===== src/rtl/iq_scan_pkg.sv =====
// iq_scan_pkg: shared state type, index-width helper and offset-binary helpers for the IQ channel scanner
package iq_scan_pkg;

    // ST_ prefix keeps the state names clear of the SETTLE parameter in the top module
    typedef enum logic {ST_SETTLE, ST_TRACK} state_e;

    // Index width for n entries, never below 1 bit
    function automatic int clog2(input int n);
        int r;
        r = 1;
        while ((1 << r) < n) r = r + 1;
        return r;
    endfunction

    // Midscale code 2^(w-1); the top narrows it to W bits as its MIDSCALE constant
    function automatic logic [31:0] midscale(input int w);
        return 32'd1 << (w - 1);
    endfunction

    // Two's complement to offset binary is an MSB flip
    function automatic logic [31:0] to_offset_binary(input logic [31:0] s, input int w);
        return s ^ midscale(w);
    endfunction

endpackage


===== src/rtl/iq_clip_detect.sv =====
// iq_clip_detect: sticky full-scale detector for one IQ channel
//   clk_i, rst_ni : clock, asynchronous active-low reset
//   i_i, q_i      : signed I/Q sample of this channel
//   valid_i       : sample strobe of this channel
//   clr_i         : synchronous clear; a new clip in the same cycle wins
//   flag_o        : sticky clip flag
module iq_clip_detect import iq_scan_pkg::*; #(
    parameter int W = 14
) (
    input  logic         clk_i,
    input  logic         rst_ni,
    input  logic [W-1:0] i_i,
    input  logic [W-1:0] q_i,
    input  logic         valid_i,
    input  logic         clr_i,
    output logic         flag_o
);

    localparam logic [W-1:0] NEG_FS = W'(midscale(W));
    localparam logic [W-1:0] POS_FS = ~NEG_FS;

    logic hit;
    logic flag_q;

    assign hit = valid_i && (i_i == NEG_FS || i_i == POS_FS || q_i == NEG_FS || q_i == POS_FS);

    always_ff @(posedge clk_i or negedge rst_ni) begin
        if (!rst_ni) flag_q <= 1'b0;
        else         flag_q <= hit || (flag_q && !clr_i);
    end

    assign flag_o = flag_q;

endmodule


===== src/rtl/iq_channel_scanner.sv =====
// iq_channel_scanner: routes I or Q of one of NCH channels to the DAC in offset binary, manual or round-robin scan
//   CLK, reset_n       : clock, asynchronous active-low reset
//   i_data, q_data     : NCH packed signed samples, channel k at [k*W +: W]
//   data_valid         : per-channel sample strobe
//   scan_en            : 1 = automatic scan, 0 = manual selection
//   sel_manual         : manual channel index (values >= NCH ignored)
//   iq_sel             : 0 = route I, 1 = route Q
//   dwell_cycles       : TRACK cycles per channel while scanning (0 acts as 1)
//   clip_clr           : clears all sticky clip flags
//   dac_out, dac_valid : offset-binary sample and its one-cycle strobe
//   active_ch          : channel currently routed
//   settling           : high during the midscale settle window
//   frame_marker       : one-cycle pulse when the scan wraps back to channel 0
//   clip_flags         : sticky per-channel clip indicators
module iq_channel_scanner import iq_scan_pkg::*; #(
    parameter  int NCH     = 4,
    parameter  int W       = 14,
    parameter  int DWELL_W = 24,
    parameter  int SETTLE  = 16,
    localparam int IW      = clog2(NCH)
) (
    input  logic               CLK,
    input  logic               reset_n,
    input  logic [NCH*W-1:0]   i_data,
    input  logic [NCH*W-1:0]   q_data,
    input  logic [NCH-1:0]     data_valid,
    input  logic               scan_en,
    input  logic [IW-1:0]      sel_manual,
    input  logic               iq_sel,
    input  logic [DWELL_W-1:0] dwell_cycles,
    input  logic               clip_clr,
    output logic [W-1:0]       dac_out,
    output logic               dac_valid,
    output logic [IW-1:0]      active_ch,
    output logic               settling,
    output logic               frame_marker,
    output logic [NCH-1:0]     clip_flags
);

    localparam int              SET      = (SETTLE < 1) ? 1 : SETTLE;
    localparam int              SCW      = clog2(SET);
    localparam logic [SCW-1:0]  SET_LAST = SCW'(SET - 1);
    localparam logic [W-1:0]    MIDSCALE = W'(midscale(W));
    localparam logic [IW-1:0]   LAST_CH  = IW'(NCH - 1);

    state_e             state_q;
    logic [SCW-1:0]     settle_q;
    logic [DWELL_W-1:0] dwell_q;
    logic [IW-1:0]      active_q, active_d;
    logic [W-1:0]       dac_q;
    logic               dac_valid_q;
    logic               frame_q, frame_d;
    logic               iq_sel_q;
    logic               scan_en_q;

    logic [W-1:0]       sample;
    logic [DWELL_W-1:0] dw_last;
    logic               ev_a, ev_b, ev_c, ev_d, ev_any, step;

    // Mode qualifiers use the registered scan_en so a scan_en toggle and a
    // dwell expiry can coincide and be resolved by priority.
    always_comb begin
        sample   = iq_sel_q ? q_data[active_q*W +: W] : i_data[active_q*W +: W];
        dw_last  = (dwell_cycles == '0) ? '0 : dwell_cycles - 1'b1;
        ev_c     = scan_en != scan_en_q;
        ev_b     = !scan_en_q && int'(sel_manual) < NCH && sel_manual != active_q;
        ev_a     = iq_sel != iq_sel_q;
        ev_d     = scan_en_q && state_q == ST_TRACK && dwell_q >= dw_last;
        ev_any   = ev_a || ev_b || ev_c || ev_d;
        step     = ev_d && !ev_a && !ev_b && !ev_c;
        active_d = ev_c ? active_q :
                   ev_b ? sel_manual :
                   step ? ((active_q == LAST_CH) ? '0 : active_q + 1'b1) : active_q;
        frame_d  = step && active_q == LAST_CH;
    end

    always_ff @(posedge CLK or negedge reset_n) begin
        if (!reset_n) begin
            state_q     <= ST_SETTLE;
            settle_q    <= '0;
            dwell_q     <= '0;
            active_q    <= '0;
            dac_q       <= MIDSCALE;
            dac_valid_q <= 1'b0;
            frame_q     <= 1'b0;
            iq_sel_q    <= 1'b0;
            scan_en_q   <= 1'b0;
        end else begin
            iq_sel_q    <= iq_sel;
            scan_en_q   <= scan_en;
            active_q    <= active_d;
            frame_q     <= frame_d;
            dac_valid_q <= 1'b0;
            if (ev_any) begin
                state_q  <= ST_SETTLE;
                settle_q <= '0;
                dac_q    <= MIDSCALE;
            end else if (state_q == ST_SETTLE) begin
                dac_q <= MIDSCALE;
                if (settle_q == SET_LAST) begin
                    state_q  <= ST_TRACK;
                    settle_q <= '0;
                    dwell_q  <= '0;
                end else begin
                    settle_q <= settle_q + 1'b1;
                end
            end else begin
                dwell_q <= dwell_q + 1'b1;
                if (data_valid[active_q]) begin
                    dac_q       <= W'(to_offset_binary(32'(sample), W));
                    dac_valid_q <= 1'b1;
                end
            end
        end
    end

    for (genvar k = 0; k < NCH; k++) begin : g_clip
        iq_clip_detect #(.W(W)) u_clip (
            .clk_i   (CLK),
            .rst_ni  (reset_n),
            .i_i     (i_data[k*W +: W]),
            .q_i     (q_data[k*W +: W]),
            .valid_i (data_valid[k]),
            .clr_i   (clip_clr),
            .flag_o  (clip_flags[k])
        );
    end

    assign dac_out      = dac_q;
    assign dac_valid    = dac_valid_q;
    assign active_ch    = active_q;
    assign settling     = state_q == ST_SETTLE;
    assign frame_marker = frame_q;

endmodule

===== config.mk =====
export PLATFORM = sky130hd
export DESIGN_NAME = iq_channel_scanner
export DESIGN_NICKNAME = d
export VERILOG_FILES = /design/src/rtl/iq_scan_pkg.sv /design/src/rtl/iq_clip_detect.sv /design/src/rtl/iq_channel_scanner.sv
export SDC_FILE = /design/constraint.sdc
export NUM_CORES = 1
export LEC_CHECK = 0
export BUFFER_PORTS_ARGS = -buffer_cell sky130_fd_sc_hd__buf_2
export CAP_MARGIN = 20
export CORE_MARGIN = 1
export CORE_UTILIZATION = 45
export DETAILED_ROUTE_END_ITERATION = 10
export PLACE_DENSITY_LB_ADDON = 0.05
export SLEW_MARGIN = 30
export SYNTH_ARGS = -nofsm -noshare
export SYNTH_HDL_FRONTEND = slang
export SYNTH_SLANG_ARGS = --single-unit

===== constraint.sdc =====
create_clock -name CLK -period 5.9 [get_ports CLK]
set_clock_uncertainty 0.15 [all_clocks]
set_input_delay 0.295 -clock CLK [delete_from_list [all_inputs] [get_ports CLK]]
set_output_delay 0.295 -clock CLK [all_outputs]
set_load 0.1 [all_outputs]

# Yosys cells after proc, flatten, opt, wreduce, memory -nomap -nowiden

Index checks and enable logic that the tools add are counted.

Flip-flop bits (word level): 53
Input bits: 147
Logic and storage cells: 114
Output and inout bits: 23

Magnitude comparators: 2
Eq/ne operators: 23
Bitwise logic cells: 4
Multiply operators: 1
$add $sub $neg: 4
Muxes and demuxes: 21
Shifts and indexed selects: 2
Reduce and logical (&&, ||, !) cells: 44

Operators with widths:

| kind                  | number |
|---|---|
| $eq 14x13->1 const B  | 8 |
| $eq 14x14->1 const B  | 8 |
| $shiftx 56x7->14      | 2 |
| $mux 24               | 3 |
| $mux 14               | 4 |
| $add 24x1->24 const B | 1 |
| $ge 24x24->1          | 1 |
| $logic_not 24->1      | 1 |
| $sub 24x1->24 const B | 1 |
| $logic_or 1x1->1      | 19 |
| $logic_and 1x1->1     | 15 |
| $mux 4                | 3 |
| $mux 1                | 7 |
| $mux 2                | 3 |
| $logic_not 1->1       | 5 |
| $mul 2x3->5 const B   | 1 |
| $add 4x1->4 const B   | 1 |
| $eq 4x4->1 const B    | 1 |
| $not 1->1             | 4 |
| $reduce_and 2->1      | 2 |
| $reduce_bool 2->1     | 2 |
| $lt 2x3->1 const B    | 1 |
| $ne 3x1->1 const B    | 1 |
| $add 2x1->2 const B   | 1 |
| 5 further kinds       | 6 |

# Logic depth before layout (Yosys ltp)

Word-level depth: 9
Gate-level depth with buffers: 18

# Hierarchy

From an unflattened synthesis, not the netlist that was laid out.

Cells, all modules: 551
Area total of the unflattened synthesis: 5,081.1 µm²

Modules (own cells, without submodules):

| module             | times used | sequential area each (µm²) | cells each | area each (µm²) |
|---|---|---|---|---|
| iq_channel_scanner | 1          | 1,227.4                    | 455        | 4,395.5 |
| iq_clip_detect     | 4          | 25.0                       | 24         | 171.4 |

# Worst setup path before layout

Ideal clock, no wire load.

Path type: input port to flip-flop
From: input dwell_cycles[7]
To: register active_q[0], in the netlist active_ch[0]
Path slack: 1,723 ps
Stages: 13
Data required time: 5,625 ps
Arrival time: 3,902 ps
Path through: or3_4 > or4_4 > or4_1 > clkbuf_2 > and2_1 > ha_1 > nand2b_1 > a211o_1 > a2111oi_2 > o211ai_2 > and2_0 > a22oi_1 > mux2_2

Longest elaborated chain between the ends: 9

RTL lines:

| what                                                     | line                     | text |
|---|---|---|
| from (decl)                                              | iq_channel_scanner.sv:30 | `input logic [DWELL_W-1:0] dwell_cycles,` |
| $sub 24x1->24 / $logic_not 24->1 (equally long branches) | iq_channel_scanner.sv:64 | `dw_last = (dwell_cycles == '0) ? '0 : dwell_cycles - 1'b1;` |
| $mux 24 (*)                                              | iq_channel_scanner.sv:64 |  |
| $ge 24x24->1 (*)                                         | iq_channel_scanner.sv:68 | `ev_d = scan_en_q && state_q == ST_TRACK && dwell_q >= dw_last;` |
| $logic_and 1x1->1 (*)                                    | iq_channel_scanner.sv:68 |  |
| $logic_and 1x1->1 (*) (3 in a row)                       | iq_channel_scanner.sv:70 | `step = ev_d && !ev_a && !ev_b && !ev_c;` |
| $reduce_bool 2->1 (no line) (*)                          | -                        |  |
| $reduce_and 2->1 (no line) (*)                           | -                        |  |
| to (signal assigned)                                     | iq_channel_scanner.sv:91 | `active_q <= active_d;` |
| to (decl)                                                | iq_channel_scanner.sv:49 | `logic [IW-1:0] active_q, active_d;` |

Mark *: on every way between the ends. The rest lies on a longest branch, timed or not.
A chain may end at the register's enable or synchronous reset.

# Final worst setup path

From: input dwell_cycles[7]
To: register dwell_q[8]

Longest elaborated chain between the ends: 7

RTL lines:

| what                                                     | line                      | text |
|---|---|---|
| $sub 24x1->24 / $logic_not 24->1 (equally long branches) | iq_channel_scanner.sv:64  |  |
| $mux 24 (*)                                              | iq_channel_scanner.sv:64  |  |
| $ge 24x24->1 (*)                                         | iq_channel_scanner.sv:68  |  |
| $logic_and 1x1->1 (*)                                    | iq_channel_scanner.sv:68  |  |
| $logic_or 1x1->1 (*)                                     | iq_channel_scanner.sv:69  | `ev_any = ev_a \|\| ev_b \|\| ev_c \|\| ev_d;` |
| $not 1->1 (no line) (*)                                  | -                         |  |
| $reduce_and 2->1 (no line) (*)                           | -                         |  |
| to (signal assigned)                                     | iq_channel_scanner.sv:108 | `dwell_q <= dwell_q + 1'b1;` |
| to (decl)                                                | iq_channel_scanner.sv:48  | `logic [DWELL_W-1:0] dwell_q;` |

Marks and branches as above.

==> impl_results.md <==
* Status: completed
* Routed vias/inst at 6.089
* Initial antenna violation count at 0
* Pins Over Slew Limit at 0
* Unrepaired setup endpoints after global routing: false
* Die area at 11,540 µm²
* DIE WIDTH at 107.4 µm
* Maximum buffer depth of the clock tree at 2
* Number of global-route vias before repair at 4,872
* Yosys Warn Count at 0
* Reg2reg setup slack at 2.56 ns
* Area growth, synth to finish at 21.11%
* H-tree depth at 2
* Syn Nets at 723
* Antenna-violating nets left at 0
* Clock slew at reported path FFs at 0.11 ns
* Wirelength per Cell at 17.30 µm
* Antenna cells at 0
* Fmax at 228.5 MHz
* CTS tree: done
* Worst slack at placement at 1.118 ns
* Global-route usage over all layers at 0.2576
* Setup TNS at 0 ns
* DRC at 0
* Max VDD drop at 0.1112 mV
* Worst setup endpoint: dwell_q[8]
* Top_reg_cell synth: dfrtp_1
* Leakage power at 2.637 nW
* Period minus WS final at 4.377 ns
* Post-CTS Resized at 0
* Vias post-DR at 5,145
* Root buf cell: clkbuf_8
* Critical path class: in -> reg
* I/O Buffers at 169
* Worst slew pin tran at 0.9120 ns
* Register area share after synthesis at 0.2654
* Hold slack at 0.03695 ns
* Clk_lat worst skew at 0.32 ns
* Worst Setup Slack, final at 1.523 ns
* Total grt overflow at 0
* R2R Path Start: active_ch[1]
* Pin count of the biggest net entering global routing at 54
* Global-route wire length before repair at 23,290 µm
* Placer Congestion at 0.9464
* Fin. Hold Viols at 0
* Initial DRT Pass Iterations at 7
* Die H at 107.4 µm
* Nets@finish at 880
* Critical path fanouts, max at 24
* Share of synthesized registers carrying an async set or reset at 1.000
* Final core utilization at 0.5589
* CP startpoint: dwell_cycles[7]
* Required @ worst endpoint at 5.96 ns
* PwrDens at 194.3 nW/µm²
* R2R cell count at 8
* Setup violations, final at 0
* Max_cap viols at 0
* TritonCTS Buffers at 5
* Drt total wl at 14,620 µm
* Post-synthesis register bit count at 53
* Post-DP HPWL at 11,930 µm
* EDFF count, synth at 0
* Initial core utilization at 0.4614
* Crit end category: register
* Initial DRC Count at 312
* HP Class: in -> reg
* Num Clock Sinks at 53
* Post-Synthesis Cell Area at 5002 µm²
* CORE AREA at 10,840 µm²
* Startpoint Class: primary input
* FF-to-FF End: dwell_q[8]
* Fin cells at 845
* Mapped Cells at 547
* Worst rel slew slack at 0.3920
* I/O Pins at 170
* Row cnt at 38
* Netlist cell types at 60
* Post-route clock period utilization at 0.7418
* Layout cells sized above 1 at 0.3220
* Syn Area/Cell at 9.145 µm²
* Dpl cells at 834
* CP arrival at 4.43 ns
-- cells by family (layout without fill, tap and decap cells) --
logic type | count (synthesis) | count (layout) | synth area share
fa+ha+maj | 29 | 29 | 0.07254
flops | 53 | 53 | 0.2654
compound gates | 110 | 110 | 0.1466
simple gates | 238 | 238 | 0.2576
mux | 50 | 50 | 0.1736
xor+xnor | 24 | 24 | 0.04202
buf+inv | 43 | 201 | 0.04227
-- cell type report --
| type | count | area (µm²) |
|---|---|---|
| Clock buffer | 5 | 68.82 |
| Clock inverter | 3 | 46.29 |
| Fill cell | 1013 | 4782 |
| Inverter | 16 | 60.06 |
| Multi-Input combinational cell | 451 | 3463 |
| Sequential cell | 53 | 1331 |
| Tap cell | 140 | 175.2 |
| Timing Repair Buffer | 177 | 913.4 |
-- critical path, cell delays in order --
cell and delay, ns:
buf_2 0.11, or3_4 0.40, or4_4 0.45, or4_1 0.53, buf_4 0.22, and2_1 0.18
ha_1 0.26, nand2b_1 0.14, a211o_1 0.30, a2111oi_2 0.33, o211ai_2 0.21, a21oi_1 0.43
buf_4 0.30, a21boi_0 0.19, o21ai_0 0.09
-- through the flow --
stage / power [W] / instance area (µm²)
4_1_cts: 0.001183 / 6056
3_3_place_gp: 0.0009189 / 5911
2_1_floorplan: 0.0007707 / 5002
6_report: 0.001177 / 6058
5_1_grt: 0.001247 / 6058
3_5_place_dp: 0.0009259 / 5911
-- placed cells by master (no fill, tap or decap), types with 21 or more instances in the layout --
master	instances
o21ai_0	21
dfrtp_1	51
a21oi_1	22
nor2_1	30
nor4_1	22
buf_2	169
nand2_1	59
mux4_2	29
ha_1	29
nand4_1	21
nand3_1	30
-- repair_timing --
item / in CTS / in global routing
setup buffers: 0 / 0
setup endpoints to repair: 0 / 0
hold buffers: 3 / 0
endpoints found under the hold margin: 54 / 0
-- state kept, by name (all words and copies together), names as in the netlist --
signal / cells
dwell_q: 24
dac_out: 14
g_clip.u_clip.flag_o: 4
settle_q: 4
active_ch: 2
dac_valid: 1
frame_marker: 1
iq_sel_q: 1
scan_en_q: 1
state_q: 1
-- metal layers --
metal	routed length [µm]	share of wire	GRT usage
met1	5698	0.39	0.3028
met2	7695	0.53	0.4696
met3	789	0.054	0.04056
met4	433	0.030	0.09687
met5	0	0	0
-- cells in the mapped netlist (4+ instances only) --
master    number  share of area
a211oi_1      15          0.023
a21boi_0       7          0.011
a21oi_1       22          0.022
a31oi_1       16          0.020
and2_1         4         0.0050
and3_1         6         0.0075
and4_1         4         0.0070
buf_2          9         0.0090
buf_4          6         0.0090
clkbuf_1       9         0.0068
dfrtp_1       52           0.26
ha_1          29          0.073
inv_1         16          0.012
mux2_2         4         0.0090
mux2i_1       17          0.034
mux4_2        29           0.13
nand2_1       59          0.044
nand2b_1       6         0.0075
nand3_1       30          0.030
nand4_1       21          0.026
nand4b_1      11          0.019
nor2_1        30          0.023
nor3_1        20          0.020
nor4_1        22          0.028
nor4b_1        8          0.014
o211ai_1       4         0.0060
o21ai_0       21          0.021
o311ai_0       5         0.0088
or3_1          6         0.0075
xnor2_1        9          0.016
xor2_1        15          0.026
-- report_power, final --
| group | total [W] | internal, W | switching, W |
|---|---|---|---|
| Clock | 0.000259 | 0.000127 | 0.000132 |
| Sequential | 0.000409 | 0.000372 | 0.0000374 |
| Combinational | 0.000509 | 0.000231 | 0.000278 |
-- worst min path at each step --
stage	start	to	slack, ns	depth (start not counted)
after global placement	iq_sel	iq_sel_q	0.28	1
after detailed placement	iq_sel	iq_sel_q	0.28	1
after global routing	clip_clr	g_clip[3].u_clip.flag_o	0.05	2
after CTS	clip_clr	g_clip[0].u_clip.flag_o	0.03	2
final	clip_clr	g_clip[0].u_clip.flag_o	0.04	2
after floorplan	reset_n	active_ch[0]	-0.15	0
Power figures use the tool's default switching activity.
